==> src/rtl/prog_loader.sv <==
// prog_loader: parses a word stream of load frames into instruction/data
// memory writes while holding the core in reset, releases the core on START,
// then watches the decode-stage instruction for a halt encoding and raises
// a sticky halted flag once the pipeline-drain interval has elapsed.
module prog_loader #(
    parameter int ADDR_W = 16,  // must not exceed 16 (base address comes from one stream word)
    parameter int DATA_W = 16,
    parameter int DRAIN  = 10   // must be at least 1
) (
    input  logic              clk,
    input  logic              reset,       // asynchronous, active-low
    input  logic              in_valid,
    input  logic [15:0]       in_data,
    output logic              in_ready,
    output logic              imem_we,
    output logic              dmem_we,
    output logic [ADDR_W-1:0] mem_addr,
    output logic [DATA_W-1:0] mem_wdata,
    output logic              core_reset,
    input  logic [15:0]       core_instr,
    output logic              halted,
    output logic              err
);

    localparam logic [15:0] HDR_IMEM  = 16'h0000;
    localparam logic [15:0] HDR_DMEM  = 16'h8000;
    localparam logic [15:0] HDR_START = 16'hFFFF;
    localparam logic [15:0] HALT_A    = 16'hE000;
    localparam logic [15:0] HALT_B    = 16'hE7FF;
    localparam int          DCNT_W    = (DRAIN > 1) ? $clog2(DRAIN) : 1;
    localparam logic [DCNT_W-1:0] DCNT_LAST = DCNT_W'(DRAIN - 1);

    typedef enum logic [2:0] {
        S_HDR   = 3'd0,
        S_ADDR  = 3'd1,
        S_CNT   = 3'd2,
        S_DATA  = 3'd3,
        S_RUN   = 3'd4,
        S_DRAIN = 3'd5,
        S_DONE  = 3'd6
    } state_t;

    // True for either of the two halt instruction encodings.
    function automatic logic is_halt(input logic [15:0] instr);
        return (instr == HALT_A) || (instr == HALT_B);
    endfunction

    state_t              state_q, state_d;
    logic                tgt_q, tgt_d;          // 0 = imem, 1 = dmem
    logic [ADDR_W-1:0]   base_q, base_d;
    logic [15:0]         cnt_q, cnt_d;
    logic [15:0]         idx_q, idx_d;
    logic [DCNT_W-1:0]   dcnt_q, dcnt_d;
    logic                imem_we_q, imem_we_d;
    logic                dmem_we_q, dmem_we_d;
    logic [ADDR_W-1:0]   addr_q, addr_d;
    logic [DATA_W-1:0]   wdata_q, wdata_d;
    logic                core_reset_q, core_reset_d;
    logic                halted_q, halted_d;
    logic                err_q, err_d;
    logic                accept_s;

    // Ready is decoded from the state register alone: open in the four load states.
    always_comb begin
        case (state_q)
            S_HDR, S_ADDR, S_CNT, S_DATA: in_ready = 1'b1;
            default:                      in_ready = 1'b0;
        endcase
    end

    assign accept_s = in_valid && in_ready;

    // Frame parser, write generation, run/drain sequencing and sticky flags.
    always_comb begin
        state_d   = state_q;
        tgt_d     = tgt_q;
        base_d    = base_q;
        cnt_d     = cnt_q;
        idx_d     = idx_q;
        dcnt_d    = dcnt_q;
        imem_we_d = 1'b0;
        dmem_we_d = 1'b0;
        addr_d    = addr_q;
        wdata_d   = wdata_q;
        halted_d  = halted_q;
        err_d     = err_q;
        case (state_q)
            S_HDR: begin
                if (accept_s) begin
                    if (in_data == HDR_IMEM) begin
                        tgt_d   = 1'b0;
                        state_d = S_ADDR;
                    end else if (in_data == HDR_DMEM) begin
                        tgt_d   = 1'b1;
                        state_d = S_ADDR;
                    end else if (in_data == HDR_START) begin
                        state_d = S_RUN;
                    end else begin
                        err_d   = 1'b1;   // bad header dropped, keep waiting for a header
                    end
                end else begin
                    state_d = S_HDR;
                end
            end
            S_ADDR: begin
                if (accept_s) begin
                    base_d  = in_data[ADDR_W-1:0];
                    state_d = S_CNT;
                end else begin
                    state_d = S_ADDR;
                end
            end
            S_CNT: begin
                if (accept_s) begin
                    cnt_d   = in_data;
                    idx_d   = 16'd0;
                    state_d = (in_data == 16'd0) ? S_HDR : S_DATA;
                end else begin
                    state_d = S_CNT;
                end
            end
            S_DATA: begin
                if (accept_s) begin
                    imem_we_d = ~tgt_q;
                    dmem_we_d = tgt_q;
                    addr_d    = base_q + idx_q[ADDR_W-1:0];   // wraps modulo 2^ADDR_W
                    wdata_d   = DATA_W'(in_data);
                    idx_d     = idx_q + 16'd1;
                    if (idx_q == (cnt_q - 16'd1)) begin
                        state_d = S_HDR;
                    end else begin
                        state_d = S_DATA;
                    end
                end else begin
                    state_d = S_DATA;
                end
            end
            S_RUN: begin
                if (is_halt(core_instr)) begin
                    dcnt_d  = '0;
                    state_d = S_DRAIN;
                end else begin
                    state_d = S_RUN;
                end
            end
            S_DRAIN: begin
                if (dcnt_q == DCNT_LAST) begin
                    halted_d = 1'b1;
                    state_d  = S_DONE;
                end else begin
                    dcnt_d   = dcnt_q + DCNT_W'(1);
                end
            end
            S_DONE: begin
                halted_d = 1'b1;
            end
            default: begin
                state_d = S_HDR;
            end
        endcase
        core_reset_d = !((state_d == S_RUN) || (state_d == S_DRAIN) || (state_d == S_DONE));
    end

    // State and registered outputs; reset forces the loader back to header parsing.
    always_ff @(posedge clk or negedge reset) begin
        if (!reset) begin
            state_q      <= S_HDR;
            tgt_q        <= 1'b0;
            base_q       <= '0;
            cnt_q        <= 16'd0;
            idx_q        <= 16'd0;
            dcnt_q       <= '0;
            imem_we_q    <= 1'b0;
            dmem_we_q    <= 1'b0;
            addr_q       <= '0;
            wdata_q      <= '0;
            core_reset_q <= 1'b1;
            halted_q     <= 1'b0;
            err_q        <= 1'b0;
        end else begin
            state_q      <= state_d;
            tgt_q        <= tgt_d;
            base_q       <= base_d;
            cnt_q        <= cnt_d;
            idx_q        <= idx_d;
            dcnt_q       <= dcnt_d;
            imem_we_q    <= imem_we_d;
            dmem_we_q    <= dmem_we_d;
            addr_q       <= addr_d;
            wdata_q      <= wdata_d;
            core_reset_q <= core_reset_d;
            halted_q     <= halted_d;
            err_q        <= err_d;
        end
    end

    assign imem_we    = imem_we_q;
    assign dmem_we    = dmem_we_q;
    assign mem_addr   = addr_q;
    assign mem_wdata  = wdata_q;
    assign core_reset = core_reset_q;
    assign halted     = halted_q;
    assign err        = err_q;

endmodule
==> config.mk <==
export PLATFORM = sky130hd
export DESIGN_NAME = prog_loader
export DESIGN_NICKNAME = d
export VERILOG_FILES = /design/src/rtl/prog_loader.sv
export SDC_FILE = /design/constraint.sdc
export NUM_CORES = 1
export LEC_CHECK = 0
export CORE_ASPECT_RATIO = 1.1
export CORE_MARGIN = 5
export CORE_UTILIZATION = 50
export DETAILED_ROUTE_END_ITERATION = 10
export PLACE_DENSITY = 0.74
export RECOVER_POWER = 25
export SLEW_MARGIN = 5
export SYNTH_ARGS = -nofsm -noshare
export SYNTH_HDL_FRONTEND = slang
export SYNTH_SLANG_ARGS = --single-unit
==> constraint.sdc <==
create_clock -name clk -period 2.5 [get_ports clk]
set_input_delay 0.75 -clock clk [delete_from_list [all_inputs] [get_ports clk]]
set_output_delay 0.75 -clock clk [all_outputs]
set_load 0.01 [all_outputs]
Yosys cells after proc, flatten, opt, wreduce, memory -nomap -nowiden
Index checks and enable logic that the tools add are counted.
{"block": "classes", "addsub": 4, "eq_ne": 20, "mux": 27, "bitwise_logic": 4, "reduce_logical": 20}
{"op": "equality test 16 bit (second input constant)", "count": 4}
{"op": "2-to-1 mux 16 bit", "count": 2}
{"op": "one-hot mux 16 bit (2 select lines)", "count": 1}
{"op": "one-hot mux 3 bit (7 select lines)", "count": 1}
{"op": "equality test 3 bit (second input constant)", "count": 6}
{"op": "2-to-1 mux 3 bit", "count": 6}
{"op": "adder 16 x 1 -> 16 bit (second input constant)", "count": 1}
{"op": "adder 16 bit", "count": 1}
{"op": "equality test 16 bit", "count": 1}
{"op": "zero test 16 bit", "count": 1}
{"op": "subtractor 16 x 1 -> 16 bit (second input constant)", "count": 1}
{"op": "!= test 2 bit (second input constant)", "count": 5}
{"op": "2-to-1 mux 1 bit", "count": 9}
{"op": "AND reduction 3 bit", "count": 3}
{"op": "2-to-1 mux 2 bit", "count": 4}
{"op": "2-to-1 mux 4 bit", "count": 2}
{"op": "one-hot mux 4 bit (2 select lines)", "count": 1}
{"op": "AND reduction 2 bit", "count": 4}
{"op": "nonzero test 2 bit", "count": 4}
{"op": "equality test 3 x 2 -> 1 bit (second input constant)", "count": 2}
{"op": "AND reduction 5 bit", "count": 1}
{"op": "adder 4 x 1 -> 4 bit (second input constant)", "count": 1}
{"op": "equality test 4 bit (second input constant)", "count": 1}
{"op": "NOT 1 bit", "count": 4}
{"op": "7 further kinds", "count": 9}
{"block": "word_totals", "register_bits": 93, "in_bits": 35, "out_inout_bits": 38, "elab_cells": 88}

Longest topological paths before layout
Gate-level depths: netlist (run 1).
{"block": "logic_depth", "depth_word": 10, "mapped_depth": 9, "depth_no_buf": 9}

Worst setup path after synthesis (run 1)
OpenSTA, ideal clock, no wires.
{"block": "synth_timing", "path_type": "reg2reg", "start": "register idx_q[0]", "end": "register addr_q[12], in the netlist mem_addr[12]", "setup_ns": 0.069, "arrival_time_ns": 2.310, "t_required_ns": 2.431, "setup_slack_ns": 0.121, "path_stages_with_launch": 10, "n_path_buf": 0, "period_less_slack_ns": 2.379, "path_cell_list": "dfrtp_1 -> ha_1 -> inv_1 -> fa_1 -> nor2b_1 -> o211ai_1 -> a21boi_0 -> nor3_1 -> or4_1 -> nand3_1"}
{"block": "synth_between", "elab_chain_cells": 1}
{"element": "start, declared", "line": "52", "text": "logic [15:0] idx_q, idx_d;"}
{"element": "start signal, assigned", "line": "185", "text": "idx_q <= idx_d;"}
{"element": "adder 16 bit", "line": "126", "text": "addr_d = base_q + idx_q[ADDR_W-1:0];"}
{"element": "end signal, assigned", "line": "189", "text": "addr_q <= addr_d;"}
{"element": "end, declared", "line": "56", "text": "logic [ADDR_W-1:0] addr_q, addr_d;"}
No other way between the ends.
A chain may end at the register's enable or synchronous reset.

Worst setup path after layout (run 1)
{"block": "layout_timing", "start": "input port in_data[10]", "end": "register state_q[0]"}
{"block": "layout_between", "elab_chain_cells": 6, "word_cells_on_any_way": 10, "classes_between": "eq/ne (2); mux (7); reduce/logical (1)"}
{"element": "start, declared", "line": "13", "text": "input logic [15:0] in_data,"}
{"element": "equality test 16 bit", "line": "96", "text": "end else if (in_data == HDR_START) begin"}
{"element": "2-to-1 mux 3 bit", "line": "96"}
{"element": "2-to-1 mux 3 bit", "line": "93", "text": "end else if (in_data == HDR_DMEM) begin"}
{"element": "2-to-1 mux 3 bit", "line": "90", "text": "if (in_data == HDR_IMEM) begin"}
{"element": "2-to-1 mux 3 bit", "line": "89", "text": "if (accept_s) begin"}
{"element": "one-hot mux 3 bit (7 select lines) *", "line": "87", "text": "case (state_q)"}
{"element": "via state_d[0]", "line": "48", "text": "state_t state_q, state_d;"}
{"element": "end signal, assigned", "line": "181", "text": "state_q <= state_d;"}
{"element": "end, declared", "line": "48"}
The timed path passes the listed nets; every way through them passes the cells marked *.

==> results of run 1 <==
## through the flow
step	cell area (sq um)	setup slack, ps	setup TNS, ps	cells
after floorplan	5200	121	0	540
after global placement	6380	-526	-1820	781
after detailed placement	6380	-547	-1920	781
after CTS	6720	0.350	0	798
after global routing	6740	6.13	0	798
final	6740	101	0	798
## kinds of logic (layout without fill, tap and decap cells)
logic type	Yosys count	after routing	share of synthesized area, %
compound gates	87	87	10.8
simple gates	235	235	23.1
flops	93	93	44.8
xor+xnor	39	39	6.57
fa+ha+maj	20	20	4.96
buf+inv	31	146	2.33
mux	35	35	7.48
## registers in the layout (all words and copies together) (netlist names)
| signal | cells |
|---|---|
| base_q | 16 |
| cnt_q | 16 |
| core_reset | 1 |
| dcnt_q | 4 |
| dmem_we | 1 |
| err | 1 |
| halted | 1 |
| idx_q | 16 |
| imem_we | 1 |
| mem_addr | 16 |
| mem_wdata | 16 |
| state_q | 3 |
| tgt_q | 1 |
## cells in the mapped netlist, types with 3 or more instances
| master | count |
|---|---|
| nand2_1 | 80 |
| or3_1 | 3 |
| ha_1 | 19 |
| nand3b_1 | 4 |
| nor3_1 | 16 |
| nand2b_1 | 11 |
| a211oi_1 | 4 |
| or4_1 | 5 |
| mux2i_1 | 4 |
| mux2_2 | 31 |
| clkbuf_1 | 16 |
| buf_2 | 4 |
| o211ai_1 | 5 |
| xor2_1 | 24 |
| xnor2_1 | 15 |
| nand4_1 | 13 |
| nor4_1 | 12 |
| inv_1 | 11 |
| and3_1 | 9 |
| nand3_1 | 18 |
| nor2_1 | 35 |
| o21ai_0 | 33 |
| a21oi_1 | 12 |
| o21a_1 | 7 |
| a21o_1 | 3 |
| nor3b_1 | 8 |
| nor2b_1 | 6 |
| dfrtp_1 | 92 |
| o31ai_1 | 3 |
## repair_timing
| item | CTS | global route |
|---|---|---|
| buffers inserted | 1 | 0 |
| pin swaps | 4 | 6 |
| setup endpoints to repair | 2 | 6 |
| resized for setup | 11 | 13 |
## worst min-delay path by stage
stage / to / startpoint / slack [ps]
2_1_floorplan: imem_we / tgt_q / 410
3_3_place_gp: halted / halted / 440
3_5_place_dp: imem_we / tgt_q / 440
4_1_cts: mem_addr[12] / reset / 350
5_1_grt: halted / halted / 480
6_report: halted / halted / 460
## layer usage
metal / up-vias / wire length, microns
li1: 2159 / -
met4: 0 / 390
met3: 28 / 750
met5: - / 0
met1: 2156 / 5670
met2: 135 / 6370
## power breakdown
group	total, W	internal [W]	switching (W)
sequential	0.00255	0.00206	0.000491
combinational	0.00306	0.00157	0.00149
clock	0.00139	0.000804	0.000585
total	0.00700	0.00444	0.00257
## final cells by class
type                            instances  area, sq um
Inverter                               11         41.3
Fill cell                             818         3550
Clock buffer                           11          243
Tap cell                              143          179
Clock inverter                          5         60.1
Timing Repair Buffer                  119         1070
Sequential cell                        93         2330
Multi-Input combinational cell        416         2820
## worst max-delay path: stages
cell             delay [ps]
clkdlybuf4s50_1         430
nor3_2                  180
buf_4                   140
nand4_1                 140
mux2_4                  330
or4_4                   490
nor2_1                  110
a21oi_1                  40
==> flow_summary.yaml, run 1 <==
setup_path:
  r2r_cells: 8
  worstSetupEndpointType: "register"
  required_ps: 2720
  crit_type: "in -> reg"
  r2r_start: "cnt_q[1]"
  cp-start-kind: "input port"
  endpoint: "state_q[0]"
  setup.worst_path.start: "in_data[10]"
  crit_fanout: 2
  arrival_ps: 2610
  r2r_slack_ps: 150
  regToRegEndpoint: "state_q[0]"
finish:
  nets: 705
  final_common_cell: "dfrtp_1"
  syn2layout_area_growth_pct: 29.6
  layout_common_cells: "dfrtp_1, nand2_1, clkdlybuf4s50_1"
  drive_above_1_share_pct: 16.6
  n_antenna_cell: 0
  utilization_pct: 65.5
flow_run:
  maxCapViolations: 1
logic_synthesis:
  syn_area_sq_um: 5200
  syn_avg_cell_area_sq_um: 9.63
  syn_inst: 540
  synth.top_cell.area_share_pct: 44.3
  yosys-top-cells-area: "dfrtp_1, mux2_2, nand2_1, ha_1, xor2_1"
  ys_seq_area_share_pct: 44.8
  yosysWarningCount: 0
  synth_top_cell_by_area: "dfrtp_1"
  synth_nets: 595
  synth_flop_cell: "dfrtp_1"
  synth_seq_cells: 93
  synth_cell_type_count: 58
  synth-async-reset-ratio_pct: 100
  synth_edf_count: 0
global_route:
  grt_util_met3_pct: 4.99
  grt_pass1_vias: 4484
  grtUsageMet1_pct: 27.5
  antenna_found_initial: 0
  grt_overflow: 0
  met2_usage_pct: 36.4
  busiest_layer: "met2"
  grt_pass1_wl_microns: 21500
  grt_max_degree: 48
  grtUsageTotal_pct: 22.0
clock_network:
  clk_path_buf_depth: 2
  cts_sinks: 93
  clk_pin_slew_ps: 60
  root_buffer: "clkbuf_16"
  htreeDepth: 3
  hold_buffers: 0
  insertion_delay_ps: 350
  cts_buffers: 9
  cts_tree: "done"
drt:
  vias: 4478
  drt-total-wl_microns: 13200
  drt_first_iter_violations: 333
  vias_per_cell: 5.61
  drc_errors: 0
  avgRoutedWirePerCell_microns: 16.5
  first_pass_iters: 4
  ant_nets: 0
sta:
  rsz0062_at_grt: "no"
  final_hold_viol_count: 0
  min_period_ps: 2400
  clock_skew_ps: 3.81
  worst_slew_pin_slew_ps: 1730
  clock.fmax_mhz: 417
  setup_violations: 0
  relSlewSlack_pct: -15.3
  whs_ps: 459
  fin_crit_sh_pct: 96.0
  drv_slew: 34
power_and_ir_drop:
  ir_worst_vdd_mv: 0.524
  p_per_area_nw_per_um2: 1040
  leakagePower_nw: 3.04
  design_power_total_w: 0.00700
placement:
  io_buffers: 72
  dpl.hpwl_microns: 9860
  gp_congestion: 0.976
floorplanning:
  start_util_pct: 50.5
  io_pins: 73
  num_rows: 39
  die_area_sq_um: 12500
  chipWidth_microns: 107
  fp.dieH_microns: 117
  coreArea_sq_um: 10300
hold_path:
  hold_depth: 1
  hp-class: "reg -> reg"
status:
  violations: "capacitance limit, slew limit"
  outcome: "complete, but fails checks"
No activity file was read; power rests on OpenSTA's default activity.
==> run 2, diff against run 1 <==
--- a/config.mk
+++ b/config.mk
@@ -8,6 +8,7 @@
 export CORE_ASPECT_RATIO = 1.1
 export CORE_MARGIN = 5
 export CORE_UTILIZATION = 50
+export CTS_CLUSTER_DIAMETER = 60
 export DETAILED_ROUTE_END_ITERATION = 10
 export PLACE_DENSITY = 0.74
 export RECOVER_POWER = 25
==> results of run 2 <==
The final DEF is identical to that of run 1; final timing and power are the same.
==> run 3, diff against run 2 <==
--- a/config.mk
+++ b/config.mk
@@ -7,10 +7,11 @@
 export LEC_CHECK = 0
 export CORE_ASPECT_RATIO = 1.1
 export CORE_MARGIN = 5
-export CORE_UTILIZATION = 50
+export CORE_UTILIZATION = 51
+export CTS_BUF_LIST = sky130_fd_sc_hd__clkbuf_8
 export CTS_CLUSTER_DIAMETER = 60
 export DETAILED_ROUTE_END_ITERATION = 10
-export PLACE_DENSITY = 0.74
+export PLACE_DENSITY = 0.75
 export RECOVER_POWER = 25
 export SLEW_MARGIN = 5
 export SYNTH_ARGS = -nofsm -noshare
==> flow_summary.yaml, run 3 (same netlist as run 1, synthesis figures left out) <==
power_and_ir_drop:
  power_frac_seq_pct: 37.5
  power_switching_w: 0.00255
  switching_share_pct: 37.9
  p_per_area_nw_per_um2: 997
  p_int_w: 0.00418
  clock_power_share_pct: 14.1
  power_frac_comb_pct: 48.3
  leakagePower_nw: 3.11
  ir_worst_vdd_mv: 0.634
hold_path:
  hp-class: "reg -> reg"
  min_to: "halted"
  hold_depth: 1
  min_from: "halted"
clock_network:
  cts_buffers: 9
  cts_sinks: 93
  clk_path_buf_depth: 2
  clk_pin_slew_ps: 90
  insertion_delay_ps: 360
  cts_tree: "done"
  htreeDepth: 3
  hold_buffers: 0
  root_buffer: "clkbuf_8"
placement:
  dpl.hpwl_microns: 10400
  dpl.cell_count: 770
  dp_slack_ps: -426
  gp_congestion: 0.903
  io_buffers: 72
  placed_area_sq_um: 6480
setup_path:
  arrival_ps: 2700
  crit_fanout: 2
  regToRegEndpoint: "state_q[0]"
  worstSetupEndpointType: "register"
  crit_type: "in -> reg"
  r2r_slack_ps: 70
  critical_path.max_stage_delay_ps: 480
  path_cells: "clkdlybuf4s50_1 > nor4_1 > buf_4 > nand4_1 > mux2_4 > or4_1 > nor2_1 > a21oi_1"
  r2r_start: "cnt_q[1]"
  r2r_cells: 9
  cp-start-kind: "input port"
  required_ps: 2750
  cp_slowest_cell: "or4_1"
drt:
  avgRoutedWirePerCell_microns: 17.0
  drt_first_iter_violations: 297
  first_pass_iters: 4
  ant_nets: 0
  drt-total-wl_microns: 13400
  vias_per_cell: 5.72
  vias: 4520
  drc_errors: 0
finish:
  seq_area_sq_um: 2330
  final_common_cell: "dfrtp_1"
  utilization_pct: 67.9
  layout_common_cells: "dfrtp_1, nand2_1, clkdlybuf4s50_1"
  fill_cells: 792
  nets: 720
  fin_cells: 790
  final_area_sq_um: 6750
  multi_input_area_sq_um: 2810
  n_antenna_cell: 0
  drive_above_1_share_pct: 18.8
  syn2layout_area_growth_pct: 29.8
sta:
  min_period_ps: 2450
  clock_skew_ps: 9.95
  relSlewSlack_pct: 33.1
  clock.fmax_mhz: 407
  worst_slew_pin_slew_ps: 1000
  fin_crit_sh_pct: 98.2
  fin_ws_ps: 45.9
  rsz0062_at_grt: "yes"
  final_hold_viol_count: 0
  drv_slew: 0
  setup_violations: 0
floorplanning:
  num_rows: 38
  die_area_sq_um: 12300
  coreArea_sq_um: 9940
  io_pins: 73
  chipWidth_microns: 106
  start_util_pct: 52.3
  fp.dieH_microns: 116
global_route:
  grt_pass1_wl_microns: 22200
  grt_overflow: 0
  grt_max_degree: 43
  antenna_found_initial: 0
  grtUsageTotal_pct: 22.6
  grt_pass1_vias: 4550
status:
  outcome: "finished clean"
flow_run:
  maxCapViolations: 0
[run 3: cell count changes in the layout (fill, tap and decap cells not counted), moves of 2 or more]
cell            previous run  this run
dlygate4sd2_1              5         2
dlymetal6s2s_1             4         8
nor4_4                     2         0
nor4_2                     1         3
buf_4                     45        58
inv_2                      0         2
inv_6                      0         2
clkinv_4                   2         0
buf_12                     0         3
clkbuf_8                   1        11
clkbuf_1                   2         0
ha_1                      19        17
clkbuf_16                  9         0
[run 3: what timing repair did]
item / CTS / global route
pin swaps: 3 / 10
setup endpoints to repair: 2 / 4
gates resized for setup: 4 / 18
setup buffers: 0 / 4
[run 3: per-stage QoR]
stage               setup TNS, ps  hold slack [ps]  power [W]
floorplan                       0              414    0.00432
global placement            -1220              443    0.00559
detailed placement          -1700              452    0.00570
CTS                             0              356    0.00668
global route                -31.6              480    0.00723
finish                          0              466    0.00673
[run 3: worst max-delay path, delay by kind of cell]
family                 cells  cell delay (ps)
multiplexers               1              320
buffers and inverters      2              600
AND/OR/NAND/NOR            4              930
AO/OA/AOI/OAI              1               80
[run 3: worst max-delay path by stage]
| stage | from | end | cells past startpoint |
|---|---|---|---|
| after detailed placement | in_data[2] | state_q[0] | 8 |
| after global routing | cnt_q[1] | state_q[0] | 9 |
| after CTS | in_data[14] | state_q[0] | 8 |
| final | in_data[11] | state_q[0] | 8 |
| after global placement | in_data[7] | state_q[0] | 8 |
| after floorplan | idx_q[0] | mem_addr[12] | 9 |
[run 3: routing by layer]
| metal | vias up | global-route usage (%) | part of all wire [%] | routed length (microns) |
|---|---|---|---|---|
| met3 | 31 | 4.07 | 5.3 | 717 |
| met4 | 0 | 7.77 | 2.8 | 378 |
| met5 | - | 0 | 0 | 0 |
| met2 | 136 | 37.7 | 48 | 6420 |
| met1 | 2165 | 30.0 | 44 | 5930 |
| li1 | 2188 | - | - | - |
[run 3: area by class of cell]
type | instances | area share (%)
Inverter | 11 | 0.612
Timing Repair Buffer | 134 | 18.3
Clock buffer | 11 | 2.24
Tap cell | 120 | 2.23
Sequential cell | 93 | 34.5
Clock inverter | 5 | 0.501
Multi-Input combinational cell | 416 | 41.6
[run 3: power by group through the flow]
| stage | clock [W] | combinational, W | sequential, W |
|---|---|---|---|
| 3_3_place_gp | 0 | 0.00308 | 0.00251 |
| 4_1_cts | 0.000977 | 0.00318 | 0.00252 |
| 2_1_floorplan | 0 | 0.00180 | 0.00252 |
| 3_5_place_dp | 0 | 0.00316 | 0.00254 |
| 6_report | 0.000951 | 0.00325 | 0.00252 |
| 5_1_grt | 0.00105 | 0.00357 | 0.00261 |
